$ cat src/rtl/audio_i2s_tx_pkg.sv
// rtl/audio_i2s_tx_pkg.sv - shared constants, state type and sample processing for the I2S transmitter
package audio_i2s_tx_pkg;

    localparam int SLOT_BITS   = 16;
    localparam int FRAME_SLOTS = 32;

    // lrclk is high for the slots that precede and carry the right word
    localparam int LR_HIGH_FIRST = SLOT_BITS - 1;
    localparam int LR_HIGH_LAST  = FRAME_SLOTS - 2;

    typedef enum logic {
        IDLE = 1'b0,
        RUN  = 1'b1
    } state_t;

    // Volume is an arithmetic right shift; mute overrides it with silence
    function automatic logic [SLOT_BITS-1:0] proc(
        input logic [SLOT_BITS-1:0] x,
        input logic [3:0]           vol,
        input logic                 mute
    );
        logic signed [SLOT_BITS-1:0] shifted;
        shifted = $signed(x) >>> vol;
        return mute ? '0 : shifted;
    endfunction

endpackage

$ cat src/rtl/audio_i2s_tx_clkgen.sv
// rtl/audio_i2s_tx_clkgen.sv - BCLK divider, edge ticks and slot counter
module audio_i2s_clkgen #(
    parameter int HALF_DIV = 6
) (
    input  logic       clk,
    input  logic       reset,
    input  logic       start,
    input  logic       run,
    output logic       bclk,
    output logic       rise_tick,
    output logic       fall_tick,
    output logic [4:0] slot
);

    localparam int CW = (HALF_DIV > 1) ? $clog2(HALF_DIV) : 1;
    localparam logic [CW-1:0] DIV_LAST = CW'(HALF_DIV - 1);

    logic [CW-1:0] div_cnt;
    logic          wrap;

    // Ticks are asserted in the clk cycle whose edge will toggle bclk
    assign wrap      = run && (div_cnt == DIV_LAST);
    assign rise_tick = wrap && !bclk;
    assign fall_tick = wrap && bclk;

    // Divider, bit clock and slot counter; held cleared while stopped or starting
    always_ff @(posedge clk or posedge reset) begin
        if (reset) begin
            div_cnt <= '0;
            bclk    <= 1'b0;
            slot    <= '0;
        end else if (start || !run) begin
            div_cnt <= '0;
            bclk    <= 1'b0;
            slot    <= '0;
        end else if (wrap) begin
            div_cnt <= '0;
            bclk    <= ~bclk;
            if (bclk) begin
                slot <= slot + 5'd1;
            end
        end else begin
            div_cnt <= div_cnt + 1'b1;
        end
    end

endmodule

$ cat src/rtl/audio_i2s_tx.sv
// rtl/audio_i2s_tx.sv - stereo Philips I2S transmitter with frame-aligned volume and mute
module audio_i2s_tx
    import audio_i2s_tx_pkg::*;
#(
    parameter int HALF_DIV = 6
) (
    input  logic        clk,
    input  logic        reset,
    input  logic        en,
    input  logic        mute,
    input  logic [3:0]  vol,
    input  logic [15:0] in_l,
    input  logic [15:0] in_r,
    output logic        i2s_bclk,
    output logic        i2s_lrclk,
    output logic        i2s_dout,
    output logic        frame_strobe,
    output logic        busy
);

    state_t      state;
    logic [31:0] shreg;
    logic [4:0]  slot;
    logic [4:0]  next_slot;
    logic        rise_tick;
    logic        fall_tick;
    logic        start;
    logic        run;
    logic        slot_end;

    assign start     = (state == IDLE) && en;
    assign run       = (state == RUN);
    assign next_slot = slot + 5'd1;
    // A slot ends on the bclk edge that takes bclk from high to low
    assign slot_end  = (rise_tick || fall_tick) && i2s_bclk;
    assign i2s_dout  = shreg[31];

    audio_i2s_clkgen #(
        .HALF_DIV (HALF_DIV)
    ) u_clkgen (
        .clk       (clk),
        .reset     (reset),
        .start     (start),
        .run       (run),
        .bclk      (i2s_bclk),
        .rise_tick (rise_tick),
        .fall_tick (fall_tick),
        .slot      (slot)
    );

    // Run/idle control, frame loading, shifting and word select on slot boundaries
    always_ff @(posedge clk or posedge reset) begin
        if (reset) begin
            state        <= IDLE;
            shreg        <= '0;
            i2s_lrclk    <= 1'b0;
            frame_strobe <= 1'b0;
            busy         <= 1'b0;
        end else begin
            frame_strobe <= 1'b0;
            case (state)
                IDLE: begin
                    busy      <= 1'b0;
                    i2s_lrclk <= 1'b0;
                    if (en) begin
                        shreg        <= {proc(in_l, vol, mute), proc(in_r, vol, mute)};
                        frame_strobe <= 1'b1;
                        state        <= RUN;
                    end
                end
                RUN: begin
                    busy <= 1'b1;
                    if (slot_end) begin
                        if (slot != 5'(FRAME_SLOTS - 1)) begin
                            shreg     <= shreg << 1;
                            i2s_lrclk <= (next_slot >= 5'(LR_HIGH_FIRST)) &&
                                         (next_slot <= 5'(LR_HIGH_LAST));
                        end else if (en) begin
                            shreg        <= {proc(in_l, vol, mute), proc(in_r, vol, mute)};
                            frame_strobe <= 1'b1;
                            i2s_lrclk    <= 1'b0;
                        end else begin
                            state     <= IDLE;
                            shreg     <= '0;
                            i2s_lrclk <= 1'b0;
                            busy      <= 1'b0;
                        end
                    end
                end
                default: state <= IDLE;
            endcase
        end
    end

endmodule

$ cat config.mk
export PLATFORM = sky130hd
export DESIGN_NAME = audio_i2s_tx
export DESIGN_NICKNAME = d
export VERILOG_FILES = /design/src/rtl/audio_i2s_tx_pkg.sv /design/src/rtl/audio_i2s_tx_clkgen.sv /design/src/rtl/audio_i2s_tx.sv
export SDC_FILE = /design/constraint.sdc
export NUM_CORES = 1
export LEC_CHECK = 0
export ABC_AREA = 1
export CAP_MARGIN = 30
export CORE_ASPECT_RATIO = 1.75
export CORE_MARGIN = 8
export CORE_UTILIZATION = 41
export DETAILED_ROUTE_END_ITERATION = 10
export GPL_TIMING_DRIVEN = 0
export PLACE_DENSITY_LB_ADDON = 0.12
export SLEW_MARGIN = 10
export SYNTH_ARGS = -nofsm -noshare
export SYNTH_HDL_FRONTEND = slang
export SYNTH_SLANG_ARGS = --single-unit
$ cat constraint.sdc
create_clock -name clk -period 2.03 [get_ports clk]
set_input_delay 0.203 -clock clk [delete_from_list [all_inputs] [get_ports clk]]
set_output_delay 0.203 -clock clk [all_outputs]
set_load 0.05 [all_outputs]
-- Yosys cells after proc, flatten, opt, wreduce, memory -nomap -nowiden
Index checks and enable logic that the tools add are counted.
- shift operators: 2
- bitwise logic cells: 2
- reduce and logical (&&, ||, !) cells: 14
- add/sub/neg operators: 2
- multiplexer cells: 25
- equal/unequal tests: 4
- magnitude comparators: 2
- operators with widths (kind ; number):
    32-bit 2-to-1 mux ; 4
    32-bit case mux with 2 select lines ; 1
    16-bit 2-to-1 mux ; 2
    16-bit by 4-bit >>> shifter with 16-bit output ; 2
    5-bit 2-to-1 mux ; 3
    1-bit 2-to-1 mux ; 9
    1-bit case mux with 2 select lines ; 4
    1-bit logical AND ; 6
    3-bit 2-to-1 mux ; 2
    5-bit by 1-bit adder with 5-bit output (second input constant) ; 1
    5-bit by 4-bit greater-or-equal comparator with 1-bit output (second input constant) ; 1
    5-bit less-or-equal comparator (second input constant) ; 1
    5-bit inequality test (second input constant) ; 1
    2-bit AND reduction ; 2
    2-bit nonzero test ; 2
    3-bit by 1-bit adder with 3-bit output (second input constant) ; 1
    3-bit == test (second input constant) ; 1
    1-bit logical NOT ; 2
    1-bit logical OR ; 2
    2-bit by 1-bit inequality test with 1-bit output (second input constant) ; 1
    2-bit inequality test (second input constant) ; 1
    1-bit NOT ; 2
- bits in registers: 45
- bits of input ports: 40
- word-level logic and storage cells: 59

-- Longest topological paths before layout
- word-level depth: 7
- depth in mapped cells: 11
- depth with buffers taken out: 11

-- By module
A second synthesis with hierarchy kept.
- cell total of the unflattened synthesis: 567
- area total of the unflattened synthesis: 3673.5 um2
- modules (own cells, without submodules) (module ; cells an instance ; area an instance (um2) ; instances):
    audio_i2s_tx ; 513 ; 3178.0 ; 1
    audio_i2s_clkgen ; 54 ; 495.5 ; 1

-- Worst setup path after synthesis
No wires, ideal clock.
- path type: reg-to-reg
- start: register u_clkgen.slot[0]
- end: register shreg[16]
- setup time: 0.077 ns
- stages on the path, launching flop included: 9
- data arrival time: 1.721 ns
- path buffers: 1
- path slack: 0.232 ns
- cell sequence: dfrtp_1 -> ha_1 -> nand2_1 -> nor2_1 -> ha_1 -> nor2_1 -> clkbuf_1 -> a21oi_1 -> a21oi_1
- longest elaborated chain between the ends: 4
- ends and longest elaborated chain (what ; line ; text):
    from (decl) ; audio_i2s_tx_clkgen.sv:12 ; output logic [4:0] slot
    from (signal assigned) ; audio_i2s_tx_clkgen.sv:40 ; slot <= slot + 5'd1;
    5-bit inequality test ; audio_i2s_tx.sv:74 ; if (slot != 5'(FRAME_SLOTS - 1)) begin
    32-bit 2-to-1 mux ; audio_i2s_tx.sv:74 ;
    32-bit 2-to-1 mux ; audio_i2s_tx.sv:73 ; if (slot_end) begin
    32-bit case mux with 2 select lines ; audio_i2s_tx.sv:61 ; case (state)
    to (signal assigned) ; audio_i2s_tx.sv:66 ; shreg <= {proc(in_l, vol, mute), proc(in_r, vol, mute)};
    to (signal assigned) ; audio_i2s_tx.sv:75 ; shreg <= shreg << 1;
    to (signal assigned) ; audio_i2s_tx.sv:79 ; shreg <= {proc(in_l, vol, mute), proc(in_r, vol, mute)};
    to (decl) ; audio_i2s_tx.sv:22 ; logic [31:0] shreg;
Every way passes these cells. The select of a mux whose other input is x is not followed.
A chain may end at the register's enable or synchronous reset.

-- Final worst setup path
- start: register u_clkgen.slot[0]
- end: register shreg[1]
Same word-level chain as after synthesis.

==> run metrics <==
outcome=finished clean; Tmin final=1.87 ns; Peak Freq=536 MHz; VDD IR-drop max=0.427 mV; met1 GRT Util=between 10% and 20%; drt drc=0; CP arrival=2.09 ns; Lkg Pwr=1.90 nW; CTS buffer count=5; max_slew headroom=61.0%; vias in the first global route=3669; Crit. End Element=register; family with the most delay on the worst path=adder cells; TritonCTS clock tree=yes; total wire length=10.6 mm; Worst R2R Setup Slack=between 0.15 and 0.2 ns; Least-Margin Pin Slew=between 0.5 and 0.6 ns; Max Slew Vio Count=0; RSZ-0062 raised after global routing=false; met2 global-route usage=35.8%; multiplexer share of the synthesized area=0%; Yosys reg bits=45; initial core utilization=42.1%; wire length per cell=16.0 um; maximum number of pins on one net before global-route repair=32; total grt overflow=0; die area=11400 um^2; largest family of logic cells by synthesized area=simple AND/OR/NAND/NOR gates; first-pass iteration count of the detailed router=5; clock sinks=45; DRT antenna net count=0; critical path's slowest cell=dfrtp_2; clk buf depth=2; layout cells sized above 1=under 10%; overall global routing resource usage=18.9%; die width=84.1 um; clock skew=0.00511 ns; layout net count=619; final setup fails=0; first-pass GRT wire length=17.5 mm; Final GP Congestion=0.918; Power, Total=2.35 mW; Setup CP Type=reg2reg; Core Area=7910 um^2; final hold violations=0; Final WS setup=0.163 ns; Worst Path Buf+Inv=2; # IOs=45; critical path cell sequence=ha_1, nand2_1, nor2_1, ha_2, nor2_4, a211oi_2, buf_4, buf_4, nand3_1, a21oi_2; CP Max Fanout=10; initial drt markers=between 150 and 200; sequential element share of the synthesized area=33.8%; Rows=43; # port buffers=43; CTS clk-pin slew, worst paths=0.06 ns; Simple-Gate Fraction of Synth Area=42.2%; setup TNS=0 ns; setup slack after placement=-0.260 ns; Area Growth Syn to Fin=24.1%; critical path startpoint category=register; Cell Pwr Density=570 nW/um^2; Synth Cell Area=3330 um^2; DIE HEIGHT=135 um; Avg Cell Area, Syn=6.44 um^2; Final Core Density=52.2%; vias=3644; Synth warnings=0; Synth cell types=23; Vias/cell=5.49; Syn Nets=563; Skew-Pair Late Insertion Delay=0.29 ns; CP max stage delay=0.38 ns; M3 GR Usage=3.07%; Tcrit/Tclk final=92.0%; Most Crowded Layer GR=met2; Worst EP required=2.25 ns; DP HPWL=8.52 mm; Crit path top cell by count=buf_4; Post-Synth Adder-Cell Area=2.26%; initial antenna violation count=0; post-synthesis xor/xnor area fraction=less than 1%; Cells after Synth=517; n_diodes=0; Max Cap Viol=0; root buf cell=clkbuf_16; Min-Delay Path Class=in2async; htree depth=2; Synth Area in Compound Gates=13.1%
## per-stage QoR
stage / hold slack (ns) / instance area [um^2] / cells
after CTS: 0.206 / 4090 / 661
after global placement: 0.453 / 3870 / 650
final: 0.198 / 4130 / 664
after floorplan: 0.323 / 3330 / 517
after detailed placement: 0.457 / 3890 / 651
after global routing: 0.234 / 4130 / 664
## cells in the final DEF, fill, tap and decap left out, types with 2 or more instances in the layout
master	netlist	layout
nor3_1	2	2
clkdlybuf4s50_1	0	43
buf_2	15	13
clkbuf_16	0	5
nor2_1	22	21
dfrtp_1	45	44
inv_1	19	17
nand2_2	1	2
nand2_1	153	152
buf_6	4	5
xnor2_1	2	2
o21ai_0	28	28
buf_4	0	6
ha_1	6	5
buf_1	2	2
inv_2	3	5
nand3_1	143	143
clkbuf_1	12	12
a21oi_1	43	42
o21ai_1	11	11
## worst paths after layout
kind | depth (start not counted) | from | endpoint
worst max-delay path | 10 | u_clkgen.slot[0]$_DFFE_PP0P_ | shreg[1]$_DFFE_PP0P_
worst min-delay path | 2 | reset | shreg[19]$_DFFE_PP0P_
worst max register to register | 10 | u_clkgen.slot[0]$_DFFE_PP0P_ | shreg[1]$_DFFE_PP0P_
worst min register to register | 1 | u_clkgen.div_cnt[0]$_DFF_PP0_ | u_clkgen.div_cnt[0]$_DFF_PP0_
max in group asynchronous | 3 | reset | u_clkgen.slot[0]$_DFFE_PP0P_
min in group clk | 1 | u_clkgen.div_cnt[0]$_DFF_PP0_ | u_clkgen.div_cnt[0]$_DFF_PP0_
## registers in the layout, summed over array words and instances, names as in the netlist
signal            count
frame_strobe          1
run                   1
shreg                32
u_clkgen.bclk         1
u_clkgen.slot         5
u_clkgen.div_cnt      3
i2s_lrclk             1
busy                  1
## cell usage after synthesis, drive strengths merged
library cell / count / area [um^2]
nand2: 154 / 581
a31oi: 1 / 6.26
dfrtp: 45 / 1130
clkbuf: 12 / 45.0
o21ai: 39 / 195
nor2: 22 / 82.6
a21oi: 43 / 215
xor2: 1 / 8.76
inv: 22 / 82.6
xnor2: 2 / 17.5
a211oi: 1 / 12.5
ha: 6 / 75.1
clkinv: 1 / 3.75
nor3: 3 / 26.3
buf: 21 / 128
o22ai: 1 / 6.26
nand3: 143 / 716
## cells by family after synthesis
kind of cell / Yosys count
AND/OR/NAND/NOR: 322
AO/OA/AOI/OAI: 85
flip-flops: 45
adder cells (fa/ha/maj): 6
XOR/XNOR: 3
buffers and inverters: 56
## worst reg2reg max path, stage by stage, from the launching register on
cell,delay (ns)
dfrtp_2,0.38
ha_1,0.18
nand2_1,0.07
nor2_1,0.10
ha_2,0.23
nor2_4,0.06
a211oi_2,0.19
buf_4,0.16
buf_4,0.18
nand3_1,0.11
a21oi_2,0.13
## where the power goes
group,switching [mW],internal [mW],leakage (nW),total [mW]
Sequential,0.0123,0.921,0.523,0.933
Clock,0.346,0.615,0.0841,0.961
Combinational,0.274,0.183,1.29,0.456
Total,0.632,1.72,1.90,2.35
## routing by layer
layer  vias to the layer above  wire, um
met4                         0       344
li1                       1856         -
met3                        23       400
met5                         -         0
met2                       102      5760
met1                      1663      4090
## area by class of cell
class	count	area (um^2)
fill	831	3780
multi-input combinational	416	1960
sequential	45	1130
timing repair buffer	49	488
buffer	33	183
clock buffer	7	143
tap	90	113
inverter	23	86.3
clock inverter	1	30.0
## repair_timing
| item | CTS | global route |
|---|---|---|
| hold endpoints to repair | 0 | 0 |
| setup endpoints to repair | 29 | 26 |
| pin swaps | 2 | 1 |
| buffers inserted | 2 | 3 |
| resized for setup | 5 | 7 |
| hold buffers | 0 | 0 |
Note: power is estimated with default switching activity, not from simulation.
